**src/rtl/arb_pkg.sv**
```systemverilog
// rtl/arb_pkg.sv - shared types, defaults and helpers for req_priority_arbiter.
package arb_pkg;

    typedef enum logic [1:0] {
        IDLE  = 2'd0,
        GRANT = 2'd1,
        GAP   = 2'd2
    } arb_state_t;

    localparam int DEF_NUM_REQ  = 8;
    localparam int DEF_MAX_HOLD = 16;
    localparam int MAX_REQ      = 16;
    localparam int MAX_ID_W     = 4;

    // Widest one-hot vector; callers truncate to their own NUM_REQ.
    function automatic logic [MAX_REQ-1:0] onehot(input logic [MAX_ID_W-1:0] id);
        onehot = MAX_REQ'(1) << id;
    endfunction

endpackage

```
**src/rtl/arb_req_picker.sv**
```systemverilog
// rtl/arb_req_picker.sv - combinational descending priority search with wrap-around.
module arb_req_picker #(
    parameter int NUM_REQ = 8,
    parameter int ID_W    = $clog2(NUM_REQ)
) (
    input  logic [NUM_REQ-1:0] req,
    input  logic [ID_W-1:0]    start,
    output logic [ID_W-1:0]    winner,
    output logic               found
);

    logic [ID_W-1:0] idx;

    // Walk from the lowest priority slot up so the last hit is the closest to start.
    always_comb begin
        winner = '0;
        found  = 1'b0;
        idx    = '0;
        for (int k = NUM_REQ - 1; k >= 0; k--) begin
            idx = start - ID_W'(k);
            if (req[idx]) begin
                winner = idx;
                found  = 1'b1;
            end
        end
    end

endmodule

```
**src/rtl/req_priority_arbiter.sv**
```systemverilog
// rtl/req_priority_arbiter.sv - registered single-owner arbiter with hold timeout and turnaround gap; ARB_ROUND_ROBIN_EN selects rotating priority.
module req_priority_arbiter
    import arb_pkg::*;
#(
    parameter int NUM_REQ  = DEF_NUM_REQ,
    parameter int ID_W     = $clog2(NUM_REQ),
    parameter int MAX_HOLD = DEF_MAX_HOLD
) (
    input  logic               clk,
    input  logic               rst_n,
    input  logic [NUM_REQ-1:0] req,
    output logic [NUM_REQ-1:0] gnt,
    output logic [ID_W-1:0]    gnt_id,
    output logic               gnt_valid,
    output logic               timeout,
    output logic               busy
);

    arb_state_t        state, state_nxt;
    logic [NUM_REQ-1:0] gnt_nxt;
    logic [ID_W-1:0]    gnt_id_nxt;
    logic               gnt_valid_nxt;
    logic               timeout_nxt;
    logic               busy_nxt;
    logic [7:0]         hold_cnt, hold_cnt_nxt;
    logic [ID_W-1:0]    last_id, last_id_nxt;
    logic               timed_out, timed_out_nxt;

    logic [NUM_REQ-1:0] last_mask;
    logic [NUM_REQ-1:0] req_other;
    logic [NUM_REQ-1:0] req_eff;
    logic [ID_W-1:0]    start;
    logic [ID_W-1:0]    winner;
    logic               found;

`ifdef ARB_ROUND_ROBIN_EN
    assign start = last_id - ID_W'(1);
`else
    assign start = ID_W'(NUM_REQ - 1);
`endif

    // A timed-out owner steps aside for one round, unless nobody else wants the resource.
    assign last_mask = NUM_REQ'(onehot(MAX_ID_W'(last_id)));
    assign req_other = req & ~last_mask;
    assign req_eff   = (state == GAP && timed_out && |req_other) ? req_other : req;

    arb_req_picker #(
        .NUM_REQ (NUM_REQ),
        .ID_W    (ID_W)
    ) u_picker (
        .req    (req_eff),
        .start  (start),
        .winner (winner),
        .found  (found)
    );

    always_comb begin
        state_nxt     = state;
        gnt_nxt       = gnt;
        gnt_id_nxt    = gnt_id;
        gnt_valid_nxt = gnt_valid;
        timeout_nxt   = 1'b0;
        hold_cnt_nxt  = hold_cnt;
        last_id_nxt   = last_id;
        timed_out_nxt = timed_out;

        case (state)
            IDLE, GAP: begin
                if (found) begin
                    state_nxt     = GRANT;
                    gnt_nxt       = NUM_REQ'(onehot(MAX_ID_W'(winner)));
                    gnt_id_nxt    = winner;
                    gnt_valid_nxt = 1'b1;
                    hold_cnt_nxt  = 8'd0;
                    last_id_nxt   = winner;
                    timed_out_nxt = 1'b0;
                end else begin
                    state_nxt     = IDLE;
                    timed_out_nxt = 1'b0;
                end
            end
            GRANT: begin
                hold_cnt_nxt = hold_cnt + 8'd1;
                if (!req[gnt_id] || hold_cnt == 8'(MAX_HOLD - 1)) begin
                    state_nxt     = GAP;
                    gnt_nxt       = '0;
                    gnt_id_nxt    = '0;
                    gnt_valid_nxt = 1'b0;
                    timeout_nxt   = req[gnt_id];
                    timed_out_nxt = req[gnt_id];
                end
            end
            default: begin
                state_nxt = IDLE;
            end
        endcase

        busy_nxt = (state_nxt != IDLE);
    end

    always_ff @(posedge clk or negedge rst_n) begin
        if (!rst_n) begin
            state     <= IDLE;
            gnt       <= '0;
            gnt_id    <= '0;
            gnt_valid <= 1'b0;
            timeout   <= 1'b0;
            busy      <= 1'b0;
            hold_cnt  <= 8'd0;
            last_id   <= '0;
            timed_out <= 1'b0;
        end else begin
            state     <= state_nxt;
            gnt       <= gnt_nxt;
            gnt_id    <= gnt_id_nxt;
            gnt_valid <= gnt_valid_nxt;
            timeout   <= timeout_nxt;
            busy      <= busy_nxt;
            hold_cnt  <= hold_cnt_nxt;
            last_id   <= last_id_nxt;
            timed_out <= timed_out_nxt;
        end
    end

endmodule

```
**config.mk**
```make
export PLATFORM = sky130hd
export DESIGN_NAME = req_priority_arbiter
export DESIGN_NICKNAME = d
export VERILOG_FILES = /design/src/rtl/arb_pkg.sv /design/src/rtl/arb_req_picker.sv /design/src/rtl/req_priority_arbiter.sv
export SDC_FILE = /design/constraint.sdc
export NUM_CORES = 1
export LEC_CHECK = 0
export ABC_AREA = 1
export ABC_CLOCK_PERIOD_IN_PS = 5560
export CAP_MARGIN = 5
export CORE_MARGIN = 8
export CORE_UTILIZATION = 56
export CTS_CLUSTER_DIAMETER = 80
export DETAILED_ROUTE_END_ITERATION = 8
export PLACE_DENSITY = 0.83
export SYNTH_ARGS = -nofsm -noshare
export SYNTH_HDL_FRONTEND = slang
export SYNTH_SLANG_ARGS = --single-unit
```
**constraint.sdc**
```tcl
create_clock -name clk -period 5.56 [get_ports clk]
set_input_delay 1.39 -clock clk [delete_from_list [all_inputs] [get_ports clk]]
set_output_delay 1.39 -clock clk [all_outputs]
set_load 0.02 [all_outputs]
```
; Yosys cells after proc, flatten, opt, wreduce, memory -nomap -nowiden
; Cells that the tools add are included.
[totals]
regBits = 28
inputBits = 10
elab_cells = 69
[classes]
n_reduce_logical = 13
shift = 2
bitwise = 2
n_addsub = 1
eq_ne = 5
magnitude_cmp = 1
n_mux = 36
[op_table]
columns = op, count
row1 = $mux W8, 4
row2 = $pmux W8 S2, 2
row3 = $mux W3, 6
row4 = $mux W1, 16
row5 = $shl A1 B3 Y8 const A, 2
row6 = $add A8 B1 Y8 const B, 1
row7 = $and A8 B8 Y8, 1
row8 = $eq A8 B4 Y1 const B, 1
row9 = $not A8 Y8, 1
row10 = $reduce_or A8 Y1, 1
row11 = $mux W2, 3
row12 = $pmux W3 S2, 1
row13 = $reduce_and A2 Y1, 3
row14 = $lt A3 B4 Y1 const B, 1
row15 = $ne A2 B2 Y1 const B, 2
row16 = $pmux W1 S2, 2
row17 = $pmux W2 S2, 1
row18 = $reduce_bool A2 Y1, 2
row19 = $bmux W1 S3, 1
row20 = $reduce_and A3 Y1, 1
row21 = $eq A2 B1 Y1 const B, 1
row22 = $eq A2 B2 Y1 const B, 1
row23 = $logic_and A1 B1 Y1, 2
row24 = $logic_not A2 Y1, 1
row25 = 3 further kinds, 3

; Logic depth before layout (Yosys ltp)
; Gate-level depths: netlist (run 1).
[depth]
ltp_word = 17
mapped_depth = 17
mapped_depth_nobuf = 17

; Cells and area by module
; From an unflattened synthesis (run 1), not the netlist that was laid out.
[unflattened]
cells_unflattened = 323
area_unflattened_um2 = 2170.8
[by_module_without_submodules]
columns = mod, area_per_inst_um2, cells_per_inst, seq_area_each_um2, instances
row1 = req_priority_arbiter, 1503.9, 202, 700.7, 1
row2 = arb_req_picker, 666.9, 121, 0.0, 1

; Least setup slack after synthesis (run 1)
; OpenSTA, ideal clock, no wires.
[synth_timing]
kind = input-to-reg
startpoint = in req[3]
endpoint = reg gnt_id[2]
stages = 12
required_ns = 5.434
arrival_time_ns = 2.490
slack_ns = 2.945
path_buffers = 1
setup_time_ns = 0.126
cell_sequence = nand2_1 nand2_1 nor2_1 nand2_2 nand2_4 o21bai_1 nand2_1 nor2_4 nand2_2 nand2_4 buf_6 o22ai_1
[synth_via]
elab_chain_cells = 14
elab_cells_between_ends = 25
cone_classes = 2 x eq/ne / 17 x mux / 1 x bitwise / 5 x reduce/logical
[synth_rtl]
columns = element, line_no
row1 = start: declaration, req_priority_arbiter.sv:11  ; input logic [NUM_REQ-1:0] req,
row2 = $and A8 B8 Y8, req_priority_arbiter.sv:44  ; assign req_other = req & ~last_mask;
row3 = $reduce_or A8 Y1, req_priority_arbiter.sv:45  ; assign req_eff = (state == GAP && timed_out && |req_other) ? req_other : req;
row4 = $logic_and A1 B1 Y1, req_priority_arbiter.sv:45
row5 = $mux W8, req_priority_arbiter.sv:45
row6 = $mux W1 (8 in series), arb_req_picker.sv:21  ; if (req[idx]) begin
row7 = $ne A2 B2 Y1 (no source line), -
row8 = $reduce_and A3 Y1 (no source line), -
row9 = end signal: assignment, req_priority_arbiter.sv:115  ; gnt_id <= gnt_id_nxt;
row10 = end: declaration, req_priority_arbiter.sv:13  ; output logic [ID_W-1:0] gnt_id,
; Parallel ways exist; a longest one is shown, timed or not. The select of a mux whose other input is x is not followed.
; A chain may end at the register's enable or synchronous reset.

; Final worst setup path (run 1)
[layout_timing]
startpoint = in req[7]
endpoint = reg gnt_id[0]
; The elaborated chain is that of the path after synthesis.

==> metrics, run 1 <==
hold_ws approximately 0.49 ns; Worst-Skew Late Latency about 0.32 ns; number of max-cap violations 0; DR WL met3 272 um; Seq cells post-synth 28; Ys Warns 0; CTS buffer count 3; Post-CTS Setup Inserts 0; row count 18; PwrDens roughly 430 mW/mm^2; VDD IR max between 0.0003 and 0.0004 V; crit path cell chain clkdlybuf4s50_1, nand2_1, nand2_1, nor2_1, nand2_2, nand2_4, o21bai_1, nand2_1, nor2_4, nand2_2, nand2_4, inv_2, nand2_1, o21ai_1; worst r2r src last_id[1]; setup TNS 0 ns; status completed; number of antenna violations at the first check in global routing 0; Routed wire per std cell ~14 um; crit start category input pin; Post-CTS Hold Fix Bufs 0; largest area contributor in the netlist dfrtp_1; Synth Instances ~200; cell area after synthesis roughly 0.0015 mm^2; Max Fclk approximately 320 MHz; Top FF cell, synth dfrtp_1; First-pass DRT Iterations 4; H-tree depth 1; initial drt markers 129; Crit-path slowest cell clkdlybuf4s50_1; post-synth top area share a little under half; post_cts resized 0; Leak just under 0.9 nW; Top-Level Pins 24; CTS Sinks 28; Async SR Flop Fraction 100%; share of cells above drive strength 1 under 10%; worst r2r dst gnt_id[0]; Hold Path Class register to register; pin count of the biggest net entering global routing 29; GRT overflow 0; FILL cells 203; Area Growth Syn to Fin 19.8%; Hold Crit Start hold_cnt[7]; clk buf depth 2; fin crit period between 3 and 4 ns; Yosys cell types 30; Final ANT Viol Nets 0; Top Metal Used met4; CP Class input pin to register; core box area 0.00250 mm^2; Final Skew ~0.0028 ns; Worst path most repeated cell nand2_1; CP max stage delay 0.52 ns; Post-DP HPWL approximately 2700 um; CP required about 5.8 ns; setup ws final between 2 and 2.5 ns; clock transition at the registers of the reported paths 0.14 ns; via count about 1400; hold endpoint hold_cnt[7]; commonest non-fill, non-tap cell in the layout nand2_1; GRT Total Usage 17.1%; Post-Place Worst Slack 2.15 ns; top area cells in the synthesized netlist dfrtp_1, nand2_1, nand3_1; initial cell density of the core ~60%; Mean Syn Cell Area around 7.7 um^2; syn_nets about 200; CTS tree yes; global-route wire length before repair a little over 6000 um; sequential area share after synthesis between 40% and 50%; final net count ~230; commonest non-fill, non-tap cells in the layout nand2_1, dfrtp_1, nand3_1, clkdlybuf4s50_1, nor2_1; Hold Crit Depth 1; crit path capture type register; Buffers on Ports 23; CTS root buf clkbuf_4; Rel. slew slack 60.8%; Fin. Hold Viols 0; actual slew at the worst max-slew pin between 0.5 and 0.6 ns; Met2 Wirelength about 1700 um; reg2reg setup slack 3.40 ns; Antenna diodes 0; Met1 Routed Length 1540 um; Die ar. 0.00459 mm^2; final setup fails 0; Final Max Slew Viols 0; total power 0.769 mW; vias per cell around 5.8; unrepaired setup endpoints after global routing false; crit-path max FO 19; Worst Path Arrival about 3.3 ns; DRT Wirelength between 3000 and 4000 um; Post-synth EDFFs 0; vias in the first global route approximately 1500; drc violations 0; Tcrit/Tclk final 55.7%; RePlAce Congestion 0.980; die height about 68 um; R2R depth 15; die width a little under 70 um
## how the worst max path moves through the flow
| stage | from | endpoint | slack, ns |
|---|---|---|---|
| floorplan | req[3] | gnt_id[2] | 2.94 |
| global placement | req[7] | last_id[0] | 2.25 |
| detailed placement | req[7] | last_id[0] | 2.15 |
| CTS | req[7] | hold_cnt[3] | 2.48 |
| global route | req[2] | hold_cnt[3] | 2.31 |
| finish | req[7] | gnt_id[0] | 2.47 |
## critical path, delay by kind of cell
kind	cells	cell delay, ns
and+or+nand+nor	10	1.04
AOI/OAI and AO/OA	2	0.26
buffers and inverters	2	0.60
## flip-flops by register name, summed over array words and instances, names as in the netlist
signal / flops
timed_out: 1
state: 2
busy: 1
gnt_valid: 1
gnt_id: 3
hold_cnt: 8
gnt: 8
last_id: 3
timeout: 1
## power breakdown
part | internal (mW) | switching, mW | leakage, nW
Clock | 0.0401 | 0.0559 | 0.0210
Combinational | 0.131 | 0.234 | 0.496
Sequential | 0.258 | 0.0507 | 0.357
Total | 0.428 | 0.341 | 0.874
## routing by layer
metal | up-vias | GRT usage (%)
met5 | - | 0
met4 | 0 | 8.36
met1 | 689 | 19.4
met2 | 55 | 29.3
met3 | 8 | 4.14
li1 | 693 | -
## metrics by stage
stage | utilization, % | cells | instance area (um^2)
6_report | 71.8 | 251 | 1800
5_1_grt | 71.8 | 251 | 1800
4_1_cts | 71.8 | 251 | 1800
3_5_place_dp | 70.4 | 247 | 1760
3_3_place_gp | 70.4 | 247 | 1760
2_1_floorplan | - | 195 | 1500
## synth_stat cells, types with 2 or more instances
library cell	number
nand2_2	3
nor3_1	2
o21ai_0	5
o21ai_1	12
nand3_1	23
nand4_1	3
nor2_1	16
nand2_1	59
inv_2	7
inv_1	13
o22ai_1	2
o21ai_2	2
a21oi_1	3
dfrtp_1	28
nand2_4	2
## kinds of logic after synthesis
kind of cell / Yosys count / share of synthesized area (%)
AO/OA/AOI/OAI: 29 / 11.6
adder cells (fa/ha/maj): 1 / 0.835
buffers and inverters: 22 / 6.01
flip-flops: 28 / 46.7
multiplexers: 1 / 0.668
AND/OR/NAND/NOR: 114 / 34.1
## final cells by class
class	count	area (um^2)	share of cell area (%)
clock buffers	4	36.3	2.02
repair buffers	24	238	13.2
inverters	20	75.1	4.18
well taps	30	37.5	2.09
flip-flops and latches	28	701	39.0
multi-input cells	145	708	39.4
No activity file was read; power rests on OpenSTA's default activity.
==> inputs of run 2 (changes only) <==
--- a/config.mk
+++ b/config.mk
@@ -6,13 +6,13 @@
 export NUM_CORES = 1
 export LEC_CHECK = 0
 export ABC_AREA = 1
-export ABC_CLOCK_PERIOD_IN_PS = 5560
+export ABC_CLOCK_PERIOD_IN_PS = 3200
 export CAP_MARGIN = 5
 export CORE_MARGIN = 8
-export CORE_UTILIZATION = 56
+export CORE_UTILIZATION = 52
 export CTS_CLUSTER_DIAMETER = 80
 export DETAILED_ROUTE_END_ITERATION = 8
-export PLACE_DENSITY = 0.83
+export PLACE_DENSITY = 0.78
 export SYNTH_ARGS = -nofsm -noshare
 export SYNTH_HDL_FRONTEND = slang
 export SYNTH_SLANG_ARGS = --single-unit
==> constraint.sdc (replaced) <==
create_clock -name clk -period 3.2 [get_ports clk]
set_input_delay 0.8 -clock clk [delete_from_list [all_inputs] [get_ports clk]]
set_output_delay 0.8 -clock clk [all_outputs]
set_load 0.02 [all_outputs]
==> metrics, run 2 (synthesized netlist as in run 1, its figures left out) <==
Die ar. 0.00486 mm^2 (was 0.00459 mm^2); dpl cells 248 (was 247); First-pass DRT Iterations 4 (unchanged); setup TNS 0 ns (unchanged); worst r2r dst hold_cnt[4] (was gnt_id[0]); Post-CTS Hold Fix Bufs 0 (unchanged); PwrDens 738 mW/mm^2 (was 428 mW/mm^2); M3 GR Usage 2.29% (was 4.14%); actual slew at the worst max-slew pin 0.583 ns (was 0.586 ns); Final ANT Viol Nets 0 (unchanged); clock transition at the registers of the reported paths 0.14 ns (about the same); crit path from req[5] (was req[7]); met2 Use GR 25.9% (was 29.3%); row count 19 (was 18); Top-Level Pins 24 (unchanged); Hold Crit Start hold_cnt[7] (unchanged); Hold Path Class register to register (unchanged); final setup fails 0 (unchanged); Finished Layout Cells 252 (was 251); crit path capture type register (unchanged); RePlAce Congestion 0.908 (was 0.980); grt peak-use layer met2 (unchanged); CP required 3.46 ns (was 5.78 ns); post_cts resized 0 (unchanged); Hold Crit Depth 1 (unchanged); setup ws final 0.693 ns (was 2.47 ns); commonest non-fill, non-tap cell in the layout nand2_1 (unchanged); CTS tree yes (unchanged); VDD IR max 0.000636 V (was 0.000379 V); via count 1439 (was 1445); die height 69.7 um (was 67.7 um); Crit-path slowest cell clkdlybuf4s50_1 (unchanged); Routed wire per std cell 14.3 um (was 14.5 um); Post-CTS Setup Inserts 0 (unchanged); fin crit period roughly 2.5 ns; crit start category input pin (unchanged); M1 GR Usage 17.5% (was 19.4%); Buffers on Ports 23 (unchanged); GRT Total Usage 14.7% (was 17.1%); CTS buffer count 3 (unchanged); unrepaired setup endpoints after global routing false (unchanged); Fin. Hold Viols 0 (unchanged); Antenna diodes 0 (unchanged); total power 1.33 mW (was 0.769 mW); initial drt markers 90 (was 129); Post-Place Worst Slack 0.340 ns (was 2.15 ns); vias per cell 5.71 (was 5.76); reg2reg setup slack 1.06 ns (was 3.40 ns); share of cells above drive strength 1 9.95% (unchanged); drc violations 0 (unchanged); Worst Path Arrival 2.77 ns (was 3.32 ns); Area Growth Syn to Fin 19.9% (was 19.8%); number of max-cap violations 0 (unchanged); Max Fclk between 300 and 400 MHz; vias in the first global route 1374 (was 1463); DRT Wirelength 3590 um (was 3640 um); Final Max Slew Viols 0 (unchanged); global-route wire length before repair 6110 um (was 6200 um); status completed (unchanged); Rel. slew slack 61.0% (was 60.8%); CP max stage delay 0.53 ns (was 0.52 ns); H-tree depth 1 (unchanged); CP Class input pin to register (unchanged); pin count of the biggest net entering global routing 29 (unchanged); CP endpoint hold_cnt[4] (was gnt_id[0]); largest registers gnt x8, hold_cnt x8 (unchanged); die width 69.7 um (was 67.7 um); final net count 233 (unchanged); R2R depth 14 (was 15); worst r2r src last_id[0] (was last_id[1]); Final Skew 0.00944 ns (was 0.00281 ns); core box area 0.00276 mm^2 (was 0.00250 mm^2); crit-path max FO 19 (unchanged); clk buf depth 2 (unchanged); CTS Sinks 28 (unchanged); initial cell density of the core 54.4% (was 60.0%); CTS root buf clkbuf_4 (unchanged); commonest non-fill, non-tap cells in the layout nand2_1, dfrtp_1, nand3_1, clkdlybuf4s50_1, nor2_1 (unchanged); Worst-Skew Late Latency 0.32 ns (about the same); Layout Utilization 65.2% (was 71.8%); Post-DP HPWL 2810 um (was 2730 um); number of antenna violations at the first check in global routing 0 (unchanged); FILL cells 254 (was 203); Leak 0.874 nW (unchanged); Tcrit/Tclk final ~78%; crit path cell chain clkdlybuf4s50_1, nand2_1, nand2_1, nor2_1, nand2_2, nand2_4, o21bai_1, nand2_1, nor2_4, nand2_2, nand2_4, nand2_2, o21ai_1 (was clkdlybuf4s50_1, nand2_1, nand2_1, nor2_1, nand2_2, nand2_4, o21bai_1, nand2_1, nor2_4, nand2_2, nand2_4, inv_2, nand2_1, o21ai_1); GRT overflow 0 (unchanged)
run 2: metal layers:
layer  vias to the layer above  routed length [um]
li1                        697                   -
met1                       678                1520
met2                        52                1780
met3                        12                 180
met4                         0                 106
met5                         -                   0
run 2: layout make-up:
cell class              count  area (um^2)  area share (%)
multi-input cells         145          708            39.4
flip-flops and latches     28          701            39.0
repair buffers             24          238            13.2
inverters                  20         75.1            4.18
well taps                  31         38.8            2.16
clock buffers               4         36.3            2.02
run 2: worst min path at each step:
stage	slack, ns	to
after global routing	0.51	hold_cnt[7]
after detailed placement	0.47	gnt_valid
after floorplan	0.45	hold_cnt[7]
after CTS	0.49	hold_cnt[7]
after global placement	0.47	gnt_valid
final	0.49	hold_cnt[7]
run 2: through the flow:
step	hold WS, ns	area (um^2)
5_1_grt	0.508	1800
6_report	0.492	1800
4_1_cts	0.493	1800
3_3_place_gp	0.469	1760
2_1_floorplan	0.447	1500
3_5_place_dp	0.474	1760
run 2: power by group:
| group | internal, mW | switching, mW | leakage (nW) |
|---|---|---|---|
| sequential | 0.447 | 0.0823 | 0.357 |
| combinational | 0.227 | 0.403 | 0.496 |
| clock | 0.0696 | 0.0966 | 0.0210 |
run 2: worst max-delay path: cells and delay by family:
family	cells	cell delay [ns]
buf+inv	1	0.53
compound gates	2	0.34
simple gates	10	1.10
